$ cat src/rtl/jkff_bank_ctrl.sv
// jkff_bank_ctrl: command sequencer for a bank of WIDTH JK flip-flops.
// Accepts CLEAR / LOAD / COUNT / INVERT over a valid/ready handshake and
// drives the bank's J/K inputs for the required number of cycles. COUNT
// reads the bank's Q back to decode a synchronous binary up-count.
//
// Optional feature: define JKFF_CTRL_RST_CLEAR_EN to drive K=all ones
// while rst is high, so every reset edge clears the bank. Without it the
// J/K outputs are 0 under reset and the bank keeps its value.
module jkff_bank_ctrl #(
    parameter int WIDTH = 4,
    parameter int CW    = 8
) (
    input  logic             clk,
    input  logic             rst,
    input  logic             cmd_valid,
    output logic             cmd_ready,
    input  logic [1:0]       cmd_op,
    input  logic [WIDTH-1:0] cmd_data,
    input  logic [CW-1:0]    cmd_count,
    input  logic [WIDTH-1:0] q_in,
    output logic [WIDTH-1:0] j_out,
    output logic [WIDTH-1:0] k_out,
    output logic             busy,
    output logic             done
);

    typedef enum logic {
        IDLE = 1'b0,
        EXEC = 1'b1
    } state_t;

    typedef enum logic [1:0] {
        OP_CLEAR  = 2'b00,
        OP_LOAD   = 2'b01,
        OP_COUNT  = 2'b10,
        OP_INVERT = 2'b11
    } op_t;

    state_t           state, state_n;
    logic [CW-1:0]    remaining, remaining_n;
    op_t              op_q, op_n;
    logic [WIDTH-1:0] data_q, data_n;
    logic             done_q, done_n;
    logic [WIDTH-1:0] count_mask;

    assign cmd_ready = (state == IDLE);
    assign busy      = (state == EXEC);
    assign done      = done_q;

    // State, step counter, captured command and done pulse register.
    always_ff @(posedge clk) begin
        // NOTE: non-blocking assignments keep every register sampling the
        // pre-edge values, so the update order inside this block is irrelevant.
        if (rst) begin
            state     <= IDLE;
            remaining <= '0;
            op_q      <= OP_CLEAR;
            data_q    <= '0;
            done_q    <= 1'b0;
        end else begin
            state     <= state_n;
            remaining <= remaining_n;
            op_q      <= op_n;
            data_q    <= data_n;
            done_q    <= done_n;
        end
    end

    // Next-state logic: accept in IDLE, count down the active cycles in EXEC.
    always_comb begin
        // NOTE: every output of this block gets a default first, so no path
        // leaves a variable unassigned and no latch is inferred.
        state_n     = state;
        remaining_n = remaining;
        op_n        = op_q;
        data_n      = data_q;
        done_n      = 1'b0;
        case (state)
            IDLE: begin
                if (cmd_valid) begin
                    op_n   = op_t'(cmd_op);
                    data_n = cmd_data;
                    if (op_t'(cmd_op) == OP_COUNT) begin
                        if (cmd_count == '0) begin
                            // Zero-step COUNT completes immediately with no drive.
                            done_n = 1'b1;
                        end else begin
                            state_n     = EXEC;
                            remaining_n = cmd_count;
                        end
                    end else begin
                        state_n     = EXEC;
                        remaining_n = CW'(1);
                    end
                end
            end
            EXEC: begin
                if (remaining <= CW'(1)) begin
                    state_n     = IDLE;
                    remaining_n = '0;
                    done_n      = 1'b1;
                end else begin
                    remaining_n = remaining - CW'(1);
                end
            end
            default: begin
                state_n     = IDLE;
                remaining_n = '0;
            end
        endcase
    end

    // Count toggle mask: bit i toggles when all lower bank bits are 1.
    always_comb begin : count_decode
        logic carry;
        carry = 1'b1;
        for (int i = 0; i < WIDTH; i++) begin
            count_mask[i] = carry;
            carry         = carry & q_in[i];
        end
    end

    // J/K drive from state, captured command and live bank outputs.
    always_comb begin
        j_out = '0;
        k_out = '0;
        if (rst) begin
`ifdef JKFF_CTRL_RST_CLEAR_EN
            k_out = '1;
`else
            k_out = '0;
`endif
        end else if (state == EXEC) begin
            case (op_q)
                OP_CLEAR: begin
                    j_out = '0;
                    k_out = '1;
                end
                OP_LOAD: begin
                    j_out = data_q;
                    k_out = ~data_q;
                end
                OP_COUNT: begin
                    j_out = count_mask;
                    k_out = count_mask;
                end
                OP_INVERT: begin
                    j_out = '1;
                    k_out = '1;
                end
                default: begin
                    j_out = '0;
                    k_out = '0;
                end
            endcase
        end
    end

endmodule
$ cat config.mk
export PLATFORM = sky130hd
export DESIGN_NAME = jkff_bank_ctrl
export DESIGN_NICKNAME = d
export VERILOG_FILES = /design/src/rtl/jkff_bank_ctrl.sv
export SDC_FILE = /design/constraint.sdc
export NUM_CORES = 1
export LEC_CHECK = 0
export ABC_AREA = 1
export CAP_MARGIN = 20
export CORE_ASPECT_RATIO = 1.5
export CORE_MARGIN = 2
export CORE_UTILIZATION = 45
export CTS_CLUSTER_DIAMETER = 200
export DETAILED_ROUTE_END_ITERATION = 10
export HOLD_SLACK_MARGIN = 0.03
export PLACE_DENSITY = 0.76
export SLEW_MARGIN = 30
export SYNTH_ARGS = -nofsm -noshare
export SYNTH_HDL_FRONTEND = slang
export SYNTH_SLANG_ARGS = --single-unit
$ cat constraint.sdc
create_clock -name clk -period 1.9 [get_ports clk]
set_input_delay 0.475 -clock clk [delete_from_list [all_inputs] [get_ports clk]]
set_output_delay 0.475 -clock clk [all_outputs]
set_load 0.1 [all_outputs]
==> flow_metrics.tcl, run 1 <==
set metrics [dict create \
    p_total_mw 1.30 \
    period_share_pct 115 \
    ctsLongestPathBuffers 2 \
    fin_area_um2 2110 \
    vias 1533 \
    p_switching_mw 0.537 \
    h-tree-depth 1 \
    hpwl_mm 2.94 \
    gr-total-overflow 0 \
    antenna_found_initial 0 \
    hold_path.class "reg2reg" \
    synth-warning-count 0 \
    syn_inst 192 \
    synth_nets 220 \
    whs_path_depth 2 \
    seqPwrFrac_pct 31.9 \
    syn_area_um2 1160 \
    layout-drive-gt1-share_pct 33.1 \
    cts_tree "done" \
    worstPathArrival_ns 1.71 \
    holdPathEnd "remaining[4]" \
    die_w_um 45.5 \
    clkTransAtPathRegs_ns 0.10 \
    fin_ws_ns -0.282 \
    crit_required_ns 1.42 \
    relSlewSlack_pct 75.0 \
    fmax_ghz 0.458 \
    tightest_slew_ns 0.375 \
    initial_core_util_pct 47.5 \
    io_pins 32 \
    fin_skew_ns 0.0116 \
    layout_common_cells "48 x nor2_1, 32 x nand2_1, 26 x buf_4" \
    grtUsageMet1_pct 28.8 \
    clkPwrFrac_pct 17.6 \
    synth_seq_area_share_pct 27.5 \
    drtAntennaViolNets 0 \
    final_nets 283 \
    routabilityCongestion 0.923 \
    path_max_fanout 4 \
    antenna_cells 0 \
    grt_busiest_layer "met2" \
    cts.sinks 16 \
    die_y_um 66.3 \
    port_buffers 30 \
    synth-edff-count 0 \
    first_global_vias 1552 \
    design.core.area_um2 2450 \
    ys.flop_type "dfxtp_1" \
    whs_ns 0.554 \
    share_comb_of_total_power_pct 50.6 \
    hold_path_startpoint "remaining[4]" \
    cts_buffers 3 \
    ff2ff_path_depth 9 \
    grtUsageMet2_pct 58.8 \
    rrSetupSlack_ns 0.26 \
    wirelength_mm 4.27 \
    setup_viol 8 \
    grt_use_total_pct 30.2 \
    setup.worst_path.class "reg2out" \
    final_hold_viol_count 0 \
    p_int_mw 0.759 \
    leakage_nw 0.919 \
    ys_seq_elements 16 \
    final_util_pct 86.2 \
    swShare_pct 41.4 \
    irDropWorstVdd_v 0.000589 \
    rows 22 \
    synth_cell_types 23 \
    avgViaCountPerCell 5.51 \
    fp.dieArea_um2 3020 \
    drtPass1Iterations 5 \
    grt_pass1_wl_mm 6.66 \
    syn2layout_area_growth_pct 81.5 \
    maxCapViolCount 0 \
    drtIter0Drc 63 \
    avgSynthCellArea_um2 6.06 \
    cp-start-kind "flip-flop" \
    fin_crit_ns 2.18 \
    remaining_drc_errors 0 \
    worstSkewPairLatency_ns 0.30 \
    rr_endpoint "remaining[2]" \
    final_common_cell "nor2_1" \
    met3_usage_pct 3.01 \
    slew_violations 0 \
    synthArstFlopShare_pct 0 \
    status "finished, violations left" \
    place_area_um2 1860 \
    powerDensity_nw_per_um2 613 \
    avgRoutedWirePerCell_um 15.4 \
    endpoint_kind "output pin" \
    grt_max_degree 15 \
    r2r-start "remaining[0]" \
    rsz0062_at_grt "true" \
    clock-root-buffer "clkbuf_4" \
    violations "negative setup slack" \
]
[how the worst max path moves through the flow]
stage | startpoint | to | slack [ns] | depth (start not counted)
2_1_floorplan | busy | k_out[3] | -0.91 | 5
3_3_place_gp | q_in[0] | j_out[3] | -0.40 | 7
3_5_place_dp | q_in[0] | j_out[3] | -0.48 | 7
4_1_cts | op_q[0] | k_out[2] | -0.25 | 6
5_1_grt | op_q[1] | k_out[2] | -0.32 | 7
6_report | op_q[1] | k_out[3] | -0.28 | 7
[critical path, cell delays in order (launching register included)]
cell      delay [ns]
dfxtp_4         0.42
inv_6           0.06
ha_4            0.27
inv_4           0.04
buf_4           0.12
nor3_2          0.26
a211oi_4        0.07
buf_12          0.17
[flip-flops by register name (all words and copies together), names as in the netlist]
register and flops:
remaining 8, data_q 4, op_q 2, busy 1, done 1
[power groups by stage]
stage	logic, mW	registers (mW)	clock network [mW]
final	0.655	0.413	0.228
after global routing	0.705	0.416	0.249
after CTS	0.612	0.407	0.233
after detailed placement	0.568	0.412	0
after global placement	0.550	0.410	0
after floorplan	0.331	0.427	0
[layer usage]
layer	vias to the layer above	part of all wire (%)
li1	736	-
met1	719	34
met2	66	59
met3	12	4.6
met4	0	2.2
met5	-	0
[Yosys cell counts (2+ instances only)]
cell type | instances | area, µm²
dfxtp_1 | 16 | 320
nand2_1 | 35 | 131
a211oi_1 | 2 | 15.0
a21oi_1 | 7 | 35.0
o21ai_0 | 17 | 85.1
ha_1 | 7 | 87.6
nor3_1 | 4 | 20.0
nand3_1 | 9 | 45.0
nand2_2 | 2 | 12.5
xor2_1 | 2 | 17.5
inv_1 | 27 | 101
nor2_1 | 53 | 199
[cells by family (layout without fill, tap and decap cells)]
| group | after synthesis | after routing | share of synthesized area, % |
|---|---|---|---|
| compound gates | 30 | 30 | 14.6 |
| xor+xnor | 3 | 3 | 2.26 |
| fa+ha+maj | 7 | 7 | 7.53 |
| buf+inv | 29 | 91 | 10.0 |
| flops | 16 | 16 | 27.5 |
| simple gates | 107 | 107 | 38.1 |
[what timing repair did]
action | CTS | global route
setup endpoints to repair | 8 | 8
pin swaps | 9 | 6
hold buffers | 0 | 0
buffers inserted | 3 | 2
gates resized for setup | 31 | 16
[area by class of cell]
class                      instances  area, µm²
fill                             130        338
inverter                          27        124
multi-input combinational        147        943
clock buffer                       4       36.3
sequential                        16        332
tap                               24       30.0
timing repair buffer              60        647
[stage by stage]
step                TNS (ns)  std cells  worst slack, ns
CTS                    -1.35        276           -0.250
global placement       -2.10        269           -0.405
finish                 -1.48        278           -0.282
floorplan              -6.28        192           -0.909
global route           -1.85        278           -0.319
detailed placement     -2.47        269           -0.479
Power figures use the tool's default switching activity.
==> run 2: changes to the inputs <==
==> constraint.sdc (replaced) <==
create_clock -name clk -period 1.9 [get_ports clk]
set_input_delay 0.19 -clock clk [delete_from_list [all_inputs] [get_ports clk]]
set_output_delay 0.19 -clock clk [all_outputs]
set_load 0.1 [all_outputs]
==> flow_metrics.tcl, run 2 (synthesis results as in run 1) <==
set metrics [dict create \
    cts_tree "done" \
    tightest_slew_ns 0.419 \
    h-tree-depth 1 \
    largest_reg_flops 8 \
    grt_max_degree 15 \
    cts.sinks 16 \
    worstSkewPairLatency_ns 0.29 \
    grt_pass1_wl_mm 5.62 \
    final_common_cell "nor2_1" \
    die_w_um 45.5 \
    initial_core_util_pct 47.5 \
    gr-total-overflow 0 \
    relSlewSlack_pct 72.0 \
    fmax_ghz 0.531 \
    avgRoutedWirePerCell_um 13.7 \
    final_hold_viol_count 0 \
    port_buffers 30 \
    r2r-start "remaining[0]" \
    hold_path_startpoint "cmd_data[3]" \
    fin_skew_ns 0.0150 \
    leakage_nw 0.771 \
    fin_cells 254 \
    crit_start "op_q[1]" \
    crit_required_ns 1.71 \
    routabilityCongestion 0.891 \
    worstPathArrival_ns 1.69 \
    grt_use_total_pct 25.2 \
    powerDensity_nw_per_um2 642 \
    tns_ns 0 \
    clkTransAtPathRegs_ns 0.10 \
    rows 22 \
    whs_ns 0.472 \
    wirelength_mm 3.47 \
    design.core.area_um2 2450 \
    syn2layout_area_growth_pct 54.3 \
    vias 1359 \
    period_share_pct 99.0 \
    antenna_cells 0 \
    final_nets 259 \
    path_max_fanout 4 \
    cp-start-kind "flip-flop" \
    hpwl_mm 2.70 \
    avgViaCountPerCell 5.35 \
    setup_viol 0 \
    final_util_pct 73.3 \
    rsz0062_at_grt "true" \
    hold_buffers 0 \
    layout-drive-gt1-share_pct 22.2 \
    fp.dieArea_um2 3020 \
    multiInputGateArea_um2 873 \
    fin_crit_ns 1.88 \
    drtPass1Iterations 4 \
    setup.worst_path.class "reg2out" \
    maxCapViolCount 0 \
    irDropWorstVdd_v 0.000514 \
    drtAntennaViolNets 0 \
    antenna_found_initial 0 \
    remaining_drc_errors 0 \
    die_y_um 66.3 \
    status "finished, final reports clean" \
    io_pins 32 \
    ctsLongestPathBuffers 2 \
    endpoint_kind "output pin" \
    layout_common_cells "48 x nor2_1, 35 x nand2_1, 19 x inv_1, 19 x clkdlybuf4s50_1, 16 x o21ai_0" \
    nFillCells 191 \
    hold_path.class "in2reg" \
    cts_buffers 3 \
    clock-root-buffer "clkbuf_4" \
    top_register "remaining" \
    reg_top3 "remaining: 8 flops, data_q: 4 flops, op_q: 2 flops" \
    slew_violations 0 \
    first_global_vias 1377 \
    final-seq-area_um2 329 \
    dpl.cell_count 246 \
    drtIter0Drc 41 \
]
run 2: changes by cell type in the layout (fill, tap and decap cells not counted), moves of 3 or more:
cell,delta
nand2_2,-3
nand2_1,+3
dlygate4sd2_1,-3
buf_12,-3
clkdlybuf4s50_1,+3
buf_6,-4
buf_4,-17
run 2: final timing paths:
kind,to,slack (ns),cells after the start
worst max-delay path,k_out[3],0.02,7
worst min-delay path,data_q[3],0.47,3
worst max register to register,remaining[1],0.30,9
worst min register to register,op_q[0],0.53,2
run 2: layer usage:
| layer | track usage, % | wire length, µm | share of wire (%) | up-vias |
|---|---|---|---|---|
| li1 | - | - | - | 685 |
| met1 | 24.8 | 1240 | 36 | 619 |
| met2 | 47.5 | 2000 | 58 | 43 |
| met3 | 2.46 | 113 | 3.3 | 12 |
| met4 | 14.0 | 116 | 3.3 | 0 |
| met5 | 0 | 0 | 0 | - |
run 2: per-stage QoR:
| stage | area (µm²) | setup slack (ns) | power [mW] |
|---|---|---|---|
| after floorplan | 1250 | -0.624 | 0.758 |
| after global placement | 1650 | 0.148 | 0.899 |
| after detailed placement | 1650 | 0.124 | 0.914 |
| after CTS | 1740 | 0.000161 | 1.13 |
| after global routing | 1800 | -0.0299 | 1.23 |
| final | 1800 | 0.0182 | 1.15 |
run 2: worst max-delay path, cell delays in order (launching register included):
cell and delay (ns):
dfxtp_4 0.40, inv_4 0.06, ha_4 0.27, inv_4 0.04, buf_4 0.13, nor3_2 0.25, a211oi_4 0.08, buf_12 0.17
run 2: layout make-up:
class / instances / share of cell area (%)
Clock buffer: 4 / 1.46
Tap cell: 24 / 1.67
Multi-Input combinational cell: 147 / 48.6
Inverter: 27 / 6.62
Sequential cell: 16 / 18.3
Timing Repair Buffer: 36 / 23.3
run 2: what timing repair did:
item                                    CTS  global route
pin swaps                                 3             4
setup buffers                             3             1
endpoints found under the setup margin    7             6
gates resized for setup                  12            11
run 2: power by group:
group | total [mW] | internal, mW | switching, mW
registers | 0.409 | 0.370 | 0.0399
logic | 0.551 | 0.208 | 0.342
clock network | 0.192 | 0.0816 | 0.111
